File: config.mk
export PLATFORM = sky130hd
export DESIGN_NAME = hazard_ctrl
export DESIGN_NICKNAME = d
export VERILOG_FILES = /design/src/rtl/hazard_ctrl.sv
export SDC_FILE = /design/constraint.sdc
export NUM_CORES = 1
export LEC_CHECK = 0
export CAP_MARGIN = 30
export CELL_PAD_IN_SITES_DETAIL_PLACEMENT = 1
export CELL_PAD_IN_SITES_GLOBAL_PLACEMENT = 1
export CORE_MARGIN = 2
export CORE_UTILIZATION = 33
export DETAILED_ROUTE_END_ITERATION = 10
export HOLD_SLACK_MARGIN = 0.03
export PLACE_DENSITY = 0.94
export SLEW_MARGIN = 40
export SYNTH_ARGS = -nofsm -noshare
export SYNTH_HDL_FRONTEND = slang
export SYNTH_SLANG_ARGS = --single-unit
File: constraint.sdc
create_clock -name clk -period 5.1 [get_ports clk]
set_input_delay 1.02 -clock clk [delete_from_list [all_inputs] [get_ports clk]]
set_output_delay 1.02 -clock clk [all_outputs]
set_load 0.005 [all_outputs]
File: src/rtl/hazard_ctrl.sv
// Pipeline hazard controller: stall/flush generation for load-use, EX redirects,
// data-memory busy and halt, plus a saturating stall-cycle counter.
module hazard_ctrl #(
   parameter int LOAD_USE_BUBBLES = 1
) (
   input  logic        clk,
   input  logic        rst,
   input  logic [2:0]  id_reg1_sel,
   input  logic [2:0]  id_reg2_sel,
   input  logic        id_rs_valid,
   input  logic        id_rt_valid,
   input  logic [2:0]  ex_write_reg,
   input  logic        ex_regWrite,
   input  logic        ex_memEn,
   input  logic        ex_memWrite,
   input  logic        ex_redirect,
   input  logic        mem_busy,
   input  logic        wb_halt,
   output logic        pc_stall,
   output logic        if_id_stall,
   output logic        if_id_flush,
   output logic        id_ex_stall,
   output logic        id_ex_flush,
   output logic        ex_mem_stall,
   output logic        mem_wb_flush,
   output logic        halted,
   output logic [15:0] stall_cycles
);

   // state  | meaning
   // RUN    | normal issue; a load-use hazard here inserts the first bubble
   // BUBBLE | inserting the remaining load-use bubbles, cnt counts them down
   // HALTED | HALT retired; everything held until reset
   typedef enum logic [1:0] {
      RUN    = 2'd0,
      BUBBLE = 2'd1,
      HALTED = 2'd2
   } state_t;

   localparam logic [1:0] CNT_INIT = 2'(LOAD_USE_BUBBLES - 1);

   state_t     state, state_nxt;
   logic [1:0] cnt, cnt_nxt;
   logic       ld;

   assign ld = ex_memEn & ~ex_memWrite & ex_regWrite &
               ((id_rs_valid & (id_reg1_sel == ex_write_reg)) |
                (id_rt_valid & (id_reg2_sel == ex_write_reg)));

   always_comb begin
      state_nxt    = state;
      cnt_nxt      = cnt;
      pc_stall     = 1'b0;
      if_id_stall  = 1'b0;
      if_id_flush  = 1'b0;
      id_ex_stall  = 1'b0;
      id_ex_flush  = 1'b0;
      ex_mem_stall = 1'b0;
      mem_wb_flush = 1'b0;

      if (state == HALTED) begin
         pc_stall     = 1'b1;
         if_id_stall  = 1'b1;
         id_ex_stall  = 1'b1;
         ex_mem_stall = 1'b1;
      end else if (mem_busy) begin
         // EX is held, so a pending redirect or hazard is simply seen again later
         pc_stall     = 1'b1;
         if_id_stall  = 1'b1;
         id_ex_stall  = 1'b1;
         ex_mem_stall = 1'b1;
         mem_wb_flush = 1'b1;
      end else if (ex_redirect) begin
         if_id_flush = 1'b1;
         id_ex_flush = 1'b1;
         state_nxt   = RUN;
         cnt_nxt     = 2'd0;
      end else if (state == BUBBLE) begin
         pc_stall    = 1'b1;
         if_id_stall = 1'b1;
         id_ex_flush = 1'b1;
         if (cnt == 2'd1) begin
            state_nxt = RUN;
            cnt_nxt   = 2'd0;
         end else begin
            cnt_nxt = cnt - 2'd1;
         end
      end else if (ld) begin
         pc_stall    = 1'b1;
         if_id_stall = 1'b1;
         id_ex_flush = 1'b1;
         if (LOAD_USE_BUBBLES > 1) begin
            state_nxt = BUBBLE;
            cnt_nxt   = CNT_INIT;
         end
      end

      if (wb_halt) begin
         state_nxt = HALTED;
      end

      if (rst) begin
         pc_stall     = 1'b0;
         if_id_stall  = 1'b0;
         if_id_flush  = 1'b0;
         id_ex_stall  = 1'b0;
         id_ex_flush  = 1'b0;
         ex_mem_stall = 1'b0;
         mem_wb_flush = 1'b0;
      end
   end

   always_ff @(posedge clk) begin
      if (rst) begin
         state        <= RUN;
         cnt          <= 2'd0;
         stall_cycles <= 16'd0;
      end else begin
         state <= state_nxt;
         cnt   <= cnt_nxt;
         if (pc_stall && (state != HALTED) && (stall_cycles != 16'hFFFF)) begin
            stall_cycles <= stall_cycles + 16'd1;
         end
      end
   end

   assign halted = (state == HALTED);

endmodule
# ---- Word level (Yosys, flattened, before mapping)
# Index checks and enable logic that the tools add are counted.
dict set report word_totals {
  regBits 20
  input_bits 19
  out_inout_bits 24
  wordCells 62
}
dict set report op_classes {
  add_sub_neg 2
  eq_ne 9
  n_mux 28
  bitwise 9
  n_reduce_logical 10
}
# op n
set ops {}
lappend ops {{$mux 1} 19}
lappend ops {{$mux 2} 9}
lappend ops {{$add 16x1->16 const B} 1}
lappend ops {{$ne 16x16->1 const B} 1}
lappend ops {{$reduce_and 4->1} 2}
lappend ops {{$eq 3x3->1} 2}
lappend ops {{$reduce_bool 3->1} 2}
lappend ops {{$and 1x1->1} 5}
lappend ops {{$eq 2x1->1 const B} 2}
lappend ops {{$ne 2x2->1 const B} 2}
lappend ops {{$reduce_bool 2->1} 2}
lappend ops {{$not 1->1} 3}
lappend ops {{$reduce_and 3->1} 1}
lappend ops {{$eq 2x2->1 const B} 1}
lappend ops {{$logic_and 1x1->1} 2}
lappend ops {{$ne 2x1->1 const B} 1}
lappend ops {{$reduce_or 2->1} 1}
lappend ops {{$sub 2x1->2 const B} 1}
lappend ops {{$or 1x1->1} 1}

# ---- Depth between registers and ports, before layout
dict set report logic_depth {
  ltp_word 12
  ltp_mapped 6
  ltp_nobuf 5
}

# ---- Worst setup path after synthesis
# No wires, ideal clock.
dict set report synth_timing {
  kind {input to output}
  start {input ex_memWrite}
  end {output pc_stall}
  t_arrival_ps 1979
  required_time_ps 4080
  slack_ps 2101
  path_stages 5
  n_path_buf 1
  cell_sequence {nand3b_1 or2_1 a21oi_2 a21o_1 buf_4}
}
dict set report synth_via {
  elab_chain_cells 10
}
# item line
set synth_lines {}
lappend synth_lines {{start, declared} 15} ;# input logic ex_memWrite,
lappend synth_lines {{$not 1->1} 46} ;# assign ld = ex_memEn & ~ex_memWrite & ex_regWrite &
lappend synth_lines {{$and 1x1->1 (3 in series)} 46}
lappend synth_lines {{$mux 1 (6 in series)} --}
lappend synth_lines {{end, declared} 19} ;# output logic pc_stall,
# Every way passes these cells.

# ---- Worst setup path in the final report
dict set report layout_timing {
  start {input ex_write_reg[0]}
  end {output pc_stall}
}
dict set report layout_via {
  elab_chain_cells 10
  elab_cells_between_ends 12
  cone_classes {eq/ne: 2; mux: 6; bitwise: 4}
}
# item line
set layout_lines {}
lappend layout_lines {{start, declared} 12} ;# input logic [2:0] ex_write_reg,
lappend layout_lines {{$eq 3x3->1 (on tied branches)} {47, 48}}
lappend layout_lines {{$and 1x1->1 (on tied branches)} {47, 48}}
lappend layout_lines {{$or 1x1->1 *} 47} ;# ((id_rs_valid & (id_reg1_sel == ex_write_reg)) |
lappend layout_lines {{$and 1x1->1 *} 46}
lappend layout_lines {{$mux 1 *} 88} ;# end else if (ld) begin
lappend layout_lines {{$mux 1 *} 78} ;# end else if (state == BUBBLE) begin
lappend layout_lines {{$mux 1 *} 73} ;# end else if (ex_redirect) begin
lappend layout_lines {{$mux 1 *} 66} ;# end else if (mem_busy) begin
lappend layout_lines {{$mux 1 *} 61} ;# if (state == HALTED) begin
lappend layout_lines {{$mux 1 *} 102} ;# if (rst) begin
# Every way passes the cells marked *; elsewhere a longest branch is shown, timed or not.

==> summary.md <==
| Metric | Value |
|---|---|
| I/O pins | `43` |
| Slew Limit Fails | `0` |
| Xor/xnor share of the synthesized area | `4.66%` |
| Max IR drop VDD | `0.124 mV` |
| Final setup violation count | `0` |
| Synthesized area | `1130 um2` |
| Cell Rows | `21` |
| Top_reg_cell synth | `dfxtp_1` |
| Die Span Y | `62.5 um` |
| Peak Freq | `240 MHz` |
| Via/cell ratio | `5.38` |
| Leakage | `0.617 nW` |
| Core box area | `3310 um2` |
| Clock slew at reported path FFs | `0.12 ns` |
| Synth unique cells | `37` |
| Die ar. | `3900 um2` |
| Share of cells above drive strength 1 | `6.86%` |
| DR WL/cell | `15.4 um` |
| Slew Limit Headroom | `67.1%` |
| GRT Residual Overflow | `0` |
| Slew at the pin with the worst max-slew slack | `0.494 ns` |
| Largest net degree at the start of global routing | `16` |
| Seq cells post-synth | `17` |
| Initial Util | `34.1%` |
| Fin nets | `196` |
| Final wirelength | `3.40 mm` |
| CP required | `4.08 ns` |
| CP Launch Type | `input port` |
| Largest family of logic cells by synthesized area | `simple AND/OR/NAND/NOR gates` |
| Setup TNS | `0 ns` |
| DR pass1 iterations | `4` |
| Worst-path fanout max | `10` |
| Die width | `62.5 um` |
| RSZ-0062 raised after global routing | `false` |
| Clock Path Buffers | `2` |
| Worst Setup End Kind | `primary output` |
| DP HPWL | `2.68 mm` |
| Synth Instances | `133` |
| Sequential area share after synthesis | `30.2%` |
| Initial antenna violation count | `0` |
| Setup Fix Bufs, Post-CTS | `0` |
| Mux cell area share after synthesis | `14.4%` |
| Simple-Gate Fraction of Synth Area | `30.7%` |
| First-pass GRT wire length | `5.62 mm` |
| P&R area growth vs syn | `43.6%` |
| Final Critical Period | `4.16 ns` |
| Post-cts sizing count | `0` |
| Final core utilization | `48.9%` |
| Compound-Gate Fraction of Synth Area | `15.2%` |
| Antenna cells | `0` |
| DR vias | `1190` |
| Synth Area in Adders | `1.11%` |
| Iteration-0 DRC count of the detailed router | `36` |
| Fraction of the cycle the final worst path needs | `81.6%` |
| Post-synth EDFFs | `0` |
| Fillers | `412` |
| H-tree depth | `1` |
| CP arrival | `3.14 ns` |
| Clock Latency Late Sink | `0.30 ns` |
| Fraction of registers with async set/reset | `0%` |
| ANT nets after route | `0` |
| DRC | `0` |
| PwrDens | `166 nW/um2` |
| Max_cap viols | `0` |
| GRT Overall Usage | `17.8%` |
| PortBufs | `42` |
| Worst clock skew | `0.00821 ns` |
| Final-report hold violation count | `0` |
| Crit Path Category | `input port to primary output` |
| Num Clock Sinks | `17` |
| Root Driver | `clkbuf_4` |
| Status | `complete, no violations` |
| Gpl congestion | `0.836` |
| CTS Hold Bufs | `0` |
| Vias in the first global route | `1178` |
| Worst Hold Class | `flip-flop to flip-flop` |
| Synthesized area per cell | `8.49 um2` |
| YS warnings | `0` |
| Post-Syn Nets | `153` |
| Total CTS buffers | `3` |
| CTS tree | `yes` |
==> final cells by class <==
type                       instances  area, um2  share of cell area (%)
clock buffer                       3       22.5                    1.39
clock inverter                     1       7.51                   0.463
inverter                           3       11.3                   0.695
multi-input combinational        107        746                    46.0
sequential                        17        340                    21.0
tap                               46       57.6                    3.55
timing repair buffer              44        435                    26.9
==> through the flow <==
stage	hold WS (ns)	instances	power (mW)	instance area, um2	worst slack (ns)
final	0.499	221	0.268	1620	0.940
after global routing	0.535	221	0.282	1620	0.871
after CTS	0.505	221	0.272	1620	0.958
after detailed placement	0.484	217	0.193	1590	0.957
after global placement	0.464	217	0.190	1590	1.13
after floorplan	0.460	133	0.161	1130	2.10
==> Yosys cell counts, drive strengths merged, types with 2 or more instances <==
master,instances,share of area [%]
or2,2,1.1
nor2,16,5.3
nand4,7,4.4
o21ai,2,0.89
nand3,4,1.8
mux2,10,10
nor2b,10,5.5
clkbuf,3,1.0
a211oi,2,1.8
a21o,2,1.3
mux2i,5,4.4
o2111ai,2,1.6
nand2,9,3.0
buf,3,1.8
a21oi,6,3.0
and4,5,3.9
inv,3,1.0
o211ai,5,3.8
xnor2,6,4.7
dfxtp,17,30
and3,5,2.8
==> power breakdown <==
part / switching [mW] / internal [mW] / total, mW
logic: 0.0213 / 0.0305 / 0.0519
clock network: 0.0484 / 0.0299 / 0.0783
registers: 0.00296 / 0.135 / 0.138
==> critical path, cell delays in order <==
cell and delay [ns]:
clkdlybuf4s50_1 0.48, xnor2_1 0.25, nand4_1 0.20, a21oi_2 0.46, a21o_1 0.21, clkdlybuf4s50_1 0.51
==> path summary, 6_finish.rpt <==
check,start,endpoint,slack (ns),cells past startpoint
max,ex_write_reg[0],pc_stall,0.94,6
min,stall_cycles[15]$_SDFFE_PP0P_,stall_cycles[15]$_SDFFE_PP0P_,0.50,1
max reg2reg,stall_cycles[2]$_SDFFE_PP0P_,stall_cycles[10]$_SDFFE_PP0P_,3.19,5
min reg2reg,stall_cycles[15]$_SDFFE_PP0P_,stall_cycles[15]$_SDFFE_PP0P_,0.50,1
==> cell usage in the layout (no fill, tap or decap), types with 2 or more instances in the layout <==
cell type and instances:
o2111ai_1 2, o211ai_1 4, mux2_1 10, buf_4 2, clkbuf_4 3, and3_1 5, nor2_1 16, mux2i_1 5
and4_1 5, nand2_1 9, xnor2_1 6, nor2b_1 10, nand4_1 6, a21oi_1 5, nand3_1 4, clkdlybuf4s50_1 42
inv_1 3, a21o_1 2, dfxtp_1 17
==> state kept, by name (all words and copies together) (netlist names) <==
signal,flops
state,1
stall_cycles,16
==> logic make-up after synthesis <==
logic type	count (synthesis)
muxes	15
and+or+nand+nor	63
DFF	17
AOI/OAI and AO/OA	22
xor gates and xnor gates	6
buffers and inverters	9
adders and majority gates	1
==> layer usage <==
metal | share of wire (%) | track usage (%)
met1 | 41 | 19.6
met2 | 53 | 34.1
met3 | 4.1 | 4.32
met4 | 1.6 | 3.61
met5 | 0 | 0
No activity file was read; power rests on OpenSTA's default activity.
